<file path="config.mk">
export PLATFORM = sky130hd
export DESIGN_NAME = hazard_stall_controller
export DESIGN_NICKNAME = d
export VERILOG_FILES = /design/src/rtl/hazard_stall_controller.sv
export SDC_FILE = /design/constraint.sdc
export NUM_CORES = 1
export LEC_CHECK = 0
export ABC_AREA = 1
export CORE_UTILIZATION = 45
export DETAILED_ROUTE_END_ITERATION = 10
export PLACE_DENSITY = 0.81
export SYNTH_ARGS = -nofsm -noshare
export SYNTH_HDL_FRONTEND = slang
export SYNTH_SLANG_ARGS = --single-unit
</file>
<file path="constraint.sdc">
create_clock -name clk -period 2.17 [get_ports clk]
set_input_delay 0.3255 -clock clk [delete_from_list [all_inputs] [get_ports clk]]
set_output_delay 0.3255 -clock clk [all_outputs]
set_load 0.05 [all_outputs]
</file>
<file path="src/rtl/hazard_stall_controller.sv">
// Hazard and stall controller for a 5-stage in-order pipeline.
// Detects load-use, multi-cycle multiply and taken-branch hazards,
// drives PC/IF-ID enables, flush, bubble and hold controls, selects
// ALU operand forwarding, and counts stall cycles (saturating).
//
// Ports:
//   clk, rst            clock, synchronous active-high reset
//   id_rs/id_rt         ID source registers, id_use_rs/id_use_rt read flags
//   ex_rs/ex_rt/ex_rd   EX registers; ex_reg_write, ex_mem_read, ex_is_mul
//   mem_rd/wb_rd        later-stage destinations with write enables
//   ex_branch_taken     branch/jump resolved taken in EX
//   pc_write/ifid_write PC and IF/ID update enables
//   ifid_flush          zero IF/ID
//   idex_bubble         insert bubble into ID/EX
//   ex_hold             hold ID/EX and EX
//   fwd_a/fwd_b         operand select: 00 regfile, 10 EX/MEM, 01 MEM/WB
//   state               current FSM state
//   stall_cycles        count of cycles with pc_write low
module hazard_stall_controller #(
    parameter int MUL_CYCLES = 4
) (
    input  logic        clk,
    input  logic        rst,
    input  logic [4:0]  id_rs,
    input  logic [4:0]  id_rt,
    input  logic        id_use_rs,
    input  logic        id_use_rt,
    input  logic [4:0]  ex_rs,
    input  logic [4:0]  ex_rt,
    input  logic [4:0]  ex_rd,
    input  logic        ex_reg_write,
    input  logic        ex_mem_read,
    input  logic        ex_is_mul,
    input  logic [4:0]  mem_rd,
    input  logic [4:0]  wb_rd,
    input  logic        mem_reg_write,
    input  logic        wb_reg_write,
    input  logic        ex_branch_taken,
    output logic        pc_write,
    output logic        ifid_write,
    output logic        ifid_flush,
    output logic        idex_bubble,
    output logic        ex_hold,
    output logic [1:0]  fwd_a,
    output logic [1:0]  fwd_b,
    output logic [1:0]  state,
    output logic [31:0] stall_cycles
);

    typedef enum logic [1:0] {
        RUN        = 2'b00,
        LOAD_STALL = 2'b01,
        MUL_BUSY   = 2'b10,
        FLUSH      = 2'b11
    } state_e;

    // The RUN cycle that detects the multiply is itself a stall cycle,
    // so the counter covers the remaining MUL_CYCLES-2 hold cycles.
    localparam logic [3:0] CNT_INIT = 4'(MUL_CYCLES - 2);

    state_e      state_q, state_d;
    logic [3:0]  cnt_q, cnt_d;
    logic [31:0] stall_cycles_q, stall_cycles_d;
    logic        load_use;

    // ex_reg_write does not affect stall decisions; a load always writes.
    logic unused_ok;
    assign unused_ok = ex_reg_write;

    function automatic logic [1:0] fwd_sel(input logic [4:0] src);
        if (mem_reg_write && mem_rd != 5'd0 && mem_rd == src)
            return 2'b10;
        else if (wb_reg_write && wb_rd != 5'd0 && wb_rd == src)
            return 2'b01;
        else
            return 2'b00;
    endfunction

    assign load_use = ex_mem_read && ex_rd != 5'd0 &&
                      ((id_use_rs && id_rs == ex_rd) ||
                       (id_use_rt && id_rt == ex_rd));

    always_comb begin
        state_d     = state_q;
        cnt_d       = cnt_q;
        pc_write    = 1'b1;
        ifid_write  = 1'b1;
        ifid_flush  = 1'b0;
        idex_bubble = 1'b0;
        ex_hold     = 1'b0;
        fwd_a       = fwd_sel(ex_rs);
        fwd_b       = fwd_sel(ex_rt);

        unique case (state_q)
            RUN: begin
                if (ex_branch_taken) begin
                    ifid_flush  = 1'b1;
                    idex_bubble = 1'b1;
                    state_d     = FLUSH;
                end else if (ex_is_mul) begin
                    pc_write   = 1'b0;
                    ifid_write = 1'b0;
                    ex_hold    = 1'b1;
                    cnt_d      = CNT_INIT;
                    state_d    = MUL_BUSY;
                end else if (load_use) begin
                    pc_write    = 1'b0;
                    ifid_write  = 1'b0;
                    idex_bubble = 1'b1;
                    state_d     = LOAD_STALL;
                end
            end
            LOAD_STALL: begin
                if (ex_branch_taken) begin
                    ifid_flush  = 1'b1;
                    idex_bubble = 1'b1;
                    state_d     = FLUSH;
                end else begin
                    state_d = RUN;
                end
            end
            MUL_BUSY: begin
                if (cnt_q != 4'd0) begin
                    pc_write   = 1'b0;
                    ifid_write = 1'b0;
                    ex_hold    = 1'b1;
                    cnt_d      = cnt_q - 4'd1;
                end else begin
                    state_d = RUN;
                end
            end
            FLUSH: begin
                state_d = RUN;
            end
            default: begin
                state_d = RUN;
            end
        endcase

        // Reset overrides everything so the pipeline runs freely.
        if (rst) begin
            pc_write    = 1'b1;
            ifid_write  = 1'b1;
            ifid_flush  = 1'b0;
            idex_bubble = 1'b0;
            ex_hold     = 1'b0;
            fwd_a       = 2'b00;
            fwd_b       = 2'b00;
        end
    end

    always_comb begin
        stall_cycles_d = stall_cycles_q;
        if (!pc_write && !(&stall_cycles_q))
            stall_cycles_d = stall_cycles_q + 32'd1;
    end

    always_ff @(posedge clk) begin
        if (rst) begin
            state_q        <= RUN;
            cnt_q          <= 4'd0;
            stall_cycles_q <= 32'd0;
        end else begin
            state_q        <= state_d;
            cnt_q          <= cnt_d;
            stall_cycles_q <= stall_cycles_d;
        end
    end

    assign state        = state_q;
    assign stall_cycles = stall_cycles_q;

endmodule

</file>
; ---- Word-level counts from Yosys, hierarchy flattened
; Cells that the tools add are included.
[word_totals]
ff_bits = 38
input_bits = 45
output_inout_bits = 43
wordCells = 78
[classes]
add_sub_neg = 2
n_eq_ne = 14
muxes = 35
n_reduce_logical = 24
[ops]
columns = op, n
row1 = "32-bit by 1-bit adder with 32-bit output, second input constant", 1
row2 = 32-bit AND reduction, 1
row3 = 5-bit == test, 6
row4 = 1-bit two-way mux, 18
row5 = 2-bit two-way mux, 9
row6 = 5-bit nonzero test, 3
row7 = 4-bit two-way mux, 3
row8 = 1-bit logical AND, 11
row9 = "2-bit != test, second input constant", 4
row10 = 2-bit one-hot mux with 4 select lines, 1
row11 = 4-bit one-hot mux with 2 select lines, 1
row12 = 1-bit one-hot mux with 2 select lines, 3
row13 = "2-bit == test, second input constant", 2
row14 = "4-bit != test, second input constant", 1
row15 = 4-bit AND reduction, 1
row16 = 4-bit nonzero test, 1
row17 = "4-bit by 1-bit subtractor with 4-bit output, second input constant", 1
row18 = "2-bit by 1-bit == test with 1-bit output, second input constant", 1
row19 = 1-bit logical NOT, 2
row20 = 2-bit logical NOT, 1
row21 = 2-bit AND reduction, 1
row22 = 2-bit nonzero test, 1
row23 = 2-bit OR reduction, 1
row24 = 1-bit logical OR, 1

; ---- Depth between registers and ports, before layout
; Gate-level depths: netlist of the first run.
[logic_depth]
depth_word = 11
ltp_mapped = 12
ltp_nobuf = 12

; ---- Worst setup path after synthesis of the first run
; Ideal clock, no wire load.
[synth_timing]
path_type = reg2out
from = register state_q[1], in the netlist state[1]
to = output idex_bubble
arrival_ns = 2.311
t_required_ns = 1.845
path_slack_ns = -0.467
path_stages_with_launch = 3
n_path_buf = 0
path_cell_list = dfxtp_1 nor3_1 o21bai_1
[synth_via]
elab_chain_cells = 3
word_cells_on_any_way = 4
classes_between = 1 x eq/ne / 2 x mux / 1 x reduce/logical
[synth_rtl]
columns = element, line_no
row1 = start: declaration, 61  ; state_e state_q, state_d;
row2 = start signal: assignment, 164  ; state_q <= state_d;
row3 = 2-bit by 1-bit == test with 1-bit output or 2-bit logical NOT (tied branches), 94  ; unique case (state_q)
row4 = 1-bit one-hot mux with 2 select lines (*), 94
row5 = 1-bit two-way mux (*), 141  ; if (rst) begin
row6 = end: declaration, 42  ; output logic idex_bubble,
; Mark *: on every way between the ends. The rest lies on a longest branch, timed or not.

; ---- Worst setup path after layout of the first run
[layout_timing]
from = input ex_rd[1]
to = output pc_write
[layout_via]
elab_chain_cells = 9
word_cells_on_any_way = 13
classes_between = 2 x eq/ne / 5 x mux / 6 x reduce/logical
[layout_rtl]
columns = element, line_no
row1 = start: declaration, 30  ; input logic [4:0] ex_rd,
row2 = "5-bit == test, on equally long branches", "80, 81"
row3 = "1-bit logical AND, on equally long branches", "80, 81"
row4 = 1-bit logical OR, 80  ; ((id_use_rs && id_rs == ex_rd) ||
row5 = 1-bit logical AND (*), 79  ; assign load_use = ex_mem_read && ex_rd != 5'd0 &&
row6 = 1-bit two-way mux (*), 106  ; end else if (load_use) begin
row7 = 1-bit two-way mux (*), 100  ; end else if (ex_is_mul) begin
row8 = 1-bit two-way mux (*), 96  ; if (ex_branch_taken) begin
row9 = 1-bit one-hot mux with 2 select lines (*), 94
row10 = 1-bit two-way mux (*), 141
row11 = end: declaration, 39  ; output logic pc_write,
; Marks and branches as above.

==> results of run 1 <==
==> state kept, by name, indices dropped and copies added (netlist names) <==
register      count
cnt_q             4
state             2
stall_cycles     32
==> area by class of cell <==
| type | instances | area (um^2) |
|---|---|---|
| Fill cell | 574 | 2030 |
| Timing Repair Buffer | 111 | 1180 |
| Inverter | 39 | 146 |
| Clock inverter | 2 | 10.0 |
| Tap cell | 77 | 96.3 |
| Multi-Input combinational cell | 409 | 2090 |
| Sequential cell | 38 | 763 |
| Clock buffer | 5 | 68.8 |
==> logic make-up after synthesis <==
kind of cell,Yosys count
fa+ha+maj,3
xor+xnor,30
buf+inv,57
simple gates,326
flops,38
compound gates,50
==> routing by layer <==
metal | global-route usage | routed length [um] | vias to the layer above
met5 | 0 | 0 | -
met1 | 0.320 | 3900 | 1600
met3 | 0.0544 | 471 | 16
li1 | - | - | 1835
met4 | 0.0924 | 170 | 0
met2 | 0.463 | 4600 | 111
==> repair_timing <==
item / CTS / global route
buffers inserted: 0 / 3
resized for setup: 10 / 23
pin swaps: 0 / 7
endpoints found under the setup margin: 4 / 27
cloned: 0 / 0
==> cell usage after synthesis, types with 2 or more instances <==
| master | count | area, um^2 |
|---|---|---|
| o21bai_1 | 2 | 15.0 |
| nor4_1 | 2 | 12.5 |
| nor3_1 | 5 | 25.0 |
| buf_2 | 4 | 20.0 |
| xnor2_1 | 8 | 70.1 |
| nand2_1 | 181 | 679 |
| a21oi_1 | 37 | 185 |
| dfxtp_1 | 38 | 761 |
| nor2_1 | 73 | 274 |
| o21ai_0 | 5 | 25.0 |
| nand3_1 | 9 | 45.0 |
| nand3_2 | 2 | 20.0 |
| o22ai_1 | 2 | 12.5 |
| clkbuf_1 | 9 | 33.8 |
| inv_1 | 39 | 146 |
| nand3b_1 | 13 | 97.6 |
| nand4_1 | 34 | 213 |
| xor2_1 | 22 | 193 |
| nor2_4 | 2 | 22.5 |
| or2_2 | 3 | 18.8 |
| ha_1 | 3 | 37.5 |
| buf_4 | 4 | 30.0 |
==> worst max-delay path, cell delays in order <==
cell and delay, ps:
clkdlybuf4s50_1 510, inv_2 70, nand2_1 60, nand2_1 50, nor2_1 110, nand3_1 80, nand2_1 70, nand2_2 70
nand2_2 80, buf_12 110, nand2_4 70, buf_12 160
==> final timing paths <==
| check | to | slack (ps) | cells past startpoint |
|---|---|---|---|
| max reg2reg | stall_cycles[31]$_SDFFE_PP0P_ | 160 | 10 |
| min | cnt_q[0]$_SDFFE_PP0P_ | 470 | 2 |
| min reg2reg | cnt_q[0]$_SDFFE_PP0P_ | 470 | 2 |
| max | pc_write | 80 | 12 |
==> metrics by stage <==
step                setup TNS, ps  cells  instance area, um^2  hold WS (ps)  worst slack (ps)
floorplan                       0    504                 3010           438              2.20
global placement             -197    671                 4150           447             -81.6
detailed placement           -362    671                 4150           462              -136
CTS                             0    678                 4270           474              15.6
global route                -32.1    681                 4360           519             -11.1
finish                          0    681                 4360           472              78.6
==> power by group through the flow <==
stage	logic [mW]	registers (mW)	clock network (mW)
after floorplan	0.256	0.770	0
after global placement	0.504	0.747	0
after detailed placement	0.518	0.748	0
after CTS	0.528	0.731	0.489
after global routing	0.594	0.734	0.516
final	0.549	0.731	0.480
==> qor.yml, run 1 <==
hold_path.class: "reg2reg"
numCtsBuffers: 5
setup_violations: 0
p_leak_nw: 1.77
max_freq_mhz: 478
r2r_start: "cnt_q[0]$_SDFFE_PP0P_"
ant_nets: 0
dr.first_iter.drc_count: 180
synth.ff_latch_count: 38
dieArea_um2: 6980
dp_hpwl_mm: 7.05
synth_fp_nets: 552
finalHoldViolations: 0
nets: 652
synth-main-ff-cell: "dfxtp_1"
synth_xor_area_frac: 0.0878
port_buffers: 86
power.total_mw: 1.76
finalCritPeriodShare: 0.964
synthesis.area_um2: 2990
pwr-share-clk: 0.273
dieWidth_um: 83.6
fin_skew_ps: 6.86
n_antenna_cell: 0
cp-end-kind: "primary output"
htree_levels: 2
die_h_um: 83.6
crit_start: "ex_rd[1]"
maxSlewHeadroom: 0.646
antenna_found_initial: 0
syn_area_per_cell_um2: 5.94
drive_gt1_frac: 0.114
synthMuxAreaShare: 0
vias: 3562
required_ps: 1840
cts_tree: "done"
core_area_um2: 6390
cts.sinks: 38
yosys.area_share.adder: 0.0125
seq_power_share: 0.416
synth_top_family_by_area: "simple AND/OR/NAND/NOR gates"
synth_compound_area_frac: 0.0898
status: "finished, final reports clean"
netlist_instances: 504
io_pins: 88
wl_mm: 9.14
worst_slew_pin_slew_ps: 530
grt_pass1_vias: 3432
period_minus_slack_ps: 2090
max-vdd-ir-drop_mv: 0.305
yosys.cell_types.count: 29
row_count: 29
initial_core_util: 0.469
grt_use_total: 0.265
finalMaxSlewViolations: 0
worstSetupPathType: "in2out"
yosysWarnings: 0
synth_edf_count: 0
holdBufCountCts: 0
power.switching_mw: 0.584
drc: 0
fin_util: 0.683
synth_simple_gate_area_share: 0.478
layout_common_cells: "nand2_1 (177), nor2_1 (68), clkdlybuf4s50_1 (66)"
drv_cap: 0
critPathArrivalTime_ps: 1770
p_comb_frac: 0.312
clk_latency_ps: 290
area_growth_pct: 45.6
overflow: 0
cts_buffer_depth: 2
yosysSeqAreaShare: 0.254
async_flop_share: 0
switching_share: 0.332
critPathLaunchType: "primary input"
root_buffer: "clkbuf_8"
cts.clk_slew.worst_paths_ps: 70
grt_pass1_wl_mm: 15.2
post_drt_wl_per_cell_um: 13.4
final_common_cell: "nand2_1"
avgViaCountPerCell: 5.23
p_per_area_nw_per_um2: 404
grt_max_degree: 38
dr.pass1.iters: 4
intPower_mw: 1.18
place_congestion: 0.928
crit_fanout: 6
min_from: "cnt_q[0]$_SDFFE_PP0P_"
Power figures use the tool's default switching activity.
==> run 2, diff against run 1 <==
--- a/config.mk
+++ b/config.mk
@@ -6,9 +6,11 @@
 export NUM_CORES = 1
 export LEC_CHECK = 0
 export ABC_AREA = 1
-export CORE_UTILIZATION = 45
+export CORE_MARGIN = 2
+export CORE_UTILIZATION = 40
 export DETAILED_ROUTE_END_ITERATION = 10
-export PLACE_DENSITY = 0.81
+export PLACE_DENSITY = 0.73
+export RECOVER_POWER = 100
 export SYNTH_ARGS = -nofsm -noshare
 export SYNTH_HDL_FRONTEND = slang
 export SYNTH_SLANG_ARGS = --single-unit
==> qor.yml, run 2 (synthesis results as in run 1) <==
core_area_um2: 7250  # was 6390 um^2
period_minus_slack_ps: 2150  # was 2090 ps
largest_register_ffs: 32  # unchanged
clk_latency_ps: 300  # was 290 ps
antenna_found_initial: 0  # unchanged
numCtsBuffers: 5  # unchanged
crit_fanout: 3  # was 6
worstSetupPathType: "in2out"  # unchanged
avgViaCountPerCell: 5.13  # was 5.23
layout_common_cells: "nand2_1 (178), nor2_1 (68), inv_1 (39)"  # was nand2_1 (177), nor2_1 (68), clkdlybuf4s50_1 (66)
critPathArrivalTime_ps: 1820  # was 1770 ps
port_buffers: 86  # unchanged
fin_util: 0.609  # was 0.683
tns_ps: 0  # unchanged
max_freq_mhz: 465  # was 478 MHz
area_growth_pct: 47.6  # was 45.6%
root_buffer: "clkbuf_8"  # unchanged
overflow: 0  # unchanged
cts.clk_slew.worst_paths_ps: 90  # was 70 ps
crit_slowest_cell: "clkdlybuf4s50_1"  # unchanged
drv_cap: 0  # unchanged
cp-end-kind: "primary output"  # unchanged
dr.first_iter.drc_count: 163  # was 180
rsz0062_at_grt: "yes"
critPathLaunchType: "primary input"  # unchanged
htree_levels: 2  # unchanged
place_congestion: 0.936  # was 0.928
pre_cts_slack_ps: -123  # was -136 ps
cts.sinks: 38  # unchanged
dieArea_um2: 8190  # was 6980 um^2
post_drt_wl_per_cell_um: 13.0  # was 13.4 um
grt_pass1_vias: 3485  # was 3432
p_leak_nw: 1.87  # was 1.77 nW
dr.pass1.iters: 4  # unchanged
n_antenna_cell: 0  # unchanged
fin_skew_ps: 13.4  # was 6.86 ps
dieWidth_um: 90.5  # was 83.6 um
setup_violations: 0  # unchanged
drc: 0  # unchanged
finalMaxSlewViolations: 0  # unchanged
status: "finished, final reports clean"  # unchanged
row_count: 31  # was 29
p_per_area_nw_per_um2: 457  # was 404 nW/um^2
required_ps: 1840  # about the same
grt_pass1_wl_mm: 15.5  # was 15.2 mm
die_h_um: 90.5  # was 83.6 um
finalHoldViolations: 0  # unchanged
cts_tree: "done"  # unchanged
setup_ws_ps: 20.4  # was 78.6 ps
initial_core_util: 0.413  # was 0.469
crit_chain: "clkdlybuf4s50_1 > nor2_1 > nand2_1 > o21ai_4 > nor4_4 > buf_4 > nor2_2 > buf_12"  # was clkdlybuf4s50_1 > inv_2 > nand2_1 > nand2_1 > nor2_1 > nand3_1 > nand2_1 > nand2_2 > nand2_2 > buf_12 > nand2_4 > buf_12
maxSlewHeadroom: 0.639  # was 0.646
io_pins: 88  # unchanged
cts_buffer_depth: 2  # unchanged
drive_gt1_frac: 0.113  # was 0.114
whs_ps: 477  # was 472 ps
finalCritPeriodShare: 0.991  # was 0.964
cp_top_family: "buffers and inverters"  # unchanged
dp_hpwl_mm: 7.22  # was 7.05 mm
grt_max_degree: 34  # was 38
grt_use_total: 0.226  # was 0.265
hold_path.class: "reg2reg"  # unchanged
nets: 655  # was 652
cpPeakStageDelay_ps: 460  # was 510 ps
path_buf_inv: 3  # was 4
power.total_mw: 2.02  # was 1.76 mW
fill_cells: 685  # was 574
worst_slew_pin_slew_ps: 540  # was 530 ps
max-vdd-ir-drop_mv: 0.294  # was 0.305 mV
wl_mm: 9.21  # was 9.14 mm
ant_nets: 0  # unchanged
vias: 3624  # was 3562
final_common_cell: "nand2_1"  # unchanged
==> run 2: where the power goes <==
| group | internal [mW] | switching [mW] |
|---|---|---|
| combinational | 0.235 | 0.303 |
| sequential | 0.717 | 0.0154 |
| clock | 0.461 | 0.288 |
==> run 2: worst paths after layout <==
check                               startpoint                             to  slack (ps)  cells past startpoint
hold reg to reg          cnt_q[0]$_SDFFE_PP0P_          cnt_q[0]$_SDFFE_PP0P_         480                      2
setup reg to reg  stall_cycles[1]$_SDFFE_PP0P_  stall_cycles[25]$_SDFFE_PP0P_         230                     10
hold / removal           cnt_q[0]$_SDFFE_PP0P_          cnt_q[0]$_SDFFE_PP0P_         480                      2
setup / recovery                     mem_rd[0]                       fwd_b[0]          20                      8
==> run 2: worst min-delay path: stages, from the launching register on <==
cell and delay (ps):
dfxtp_1 320, nand2_1 60, a21oi_1 50
==> run 2: through the flow <==
step	instance area (um^2)	std cells
global placement	4160	693
CTS	4320	701
floorplan	3010	504
detailed placement	4160	693
finish	4420	707
global route	4420	707
==> run 2: what timing repair did <==
item,4_1_cts,5_1_grt
hold buffers,0,0
setup endpoints to repair,4,38
setup buffers,0,6
gates resized for setup,8,18
pin swaps,0,6
==> run 2: metal layers <==
layer	share of wire	wire length (um)	track usage	up-vias
li1	-	-	-	1843
met1	0.41	3800	0.266	1651
met2	0.50	4600	0.411	109
met3	0.062	567	0.0492	21
met4	0.026	244	0.0615	0
met5	0	0	0	-
==> run 2: area by class of cell <==
class                      instances  area, um^2  share of cell area
multi-input combinational        409        2090               0.472
timing repair buffer             114        1160               0.263
sequential                        38         763               0.173
inverter                          39         146              0.0331
tap                               99         124              0.0280
clock buffer                       5        68.8              0.0156
clock inverter                     3        68.8              0.0156
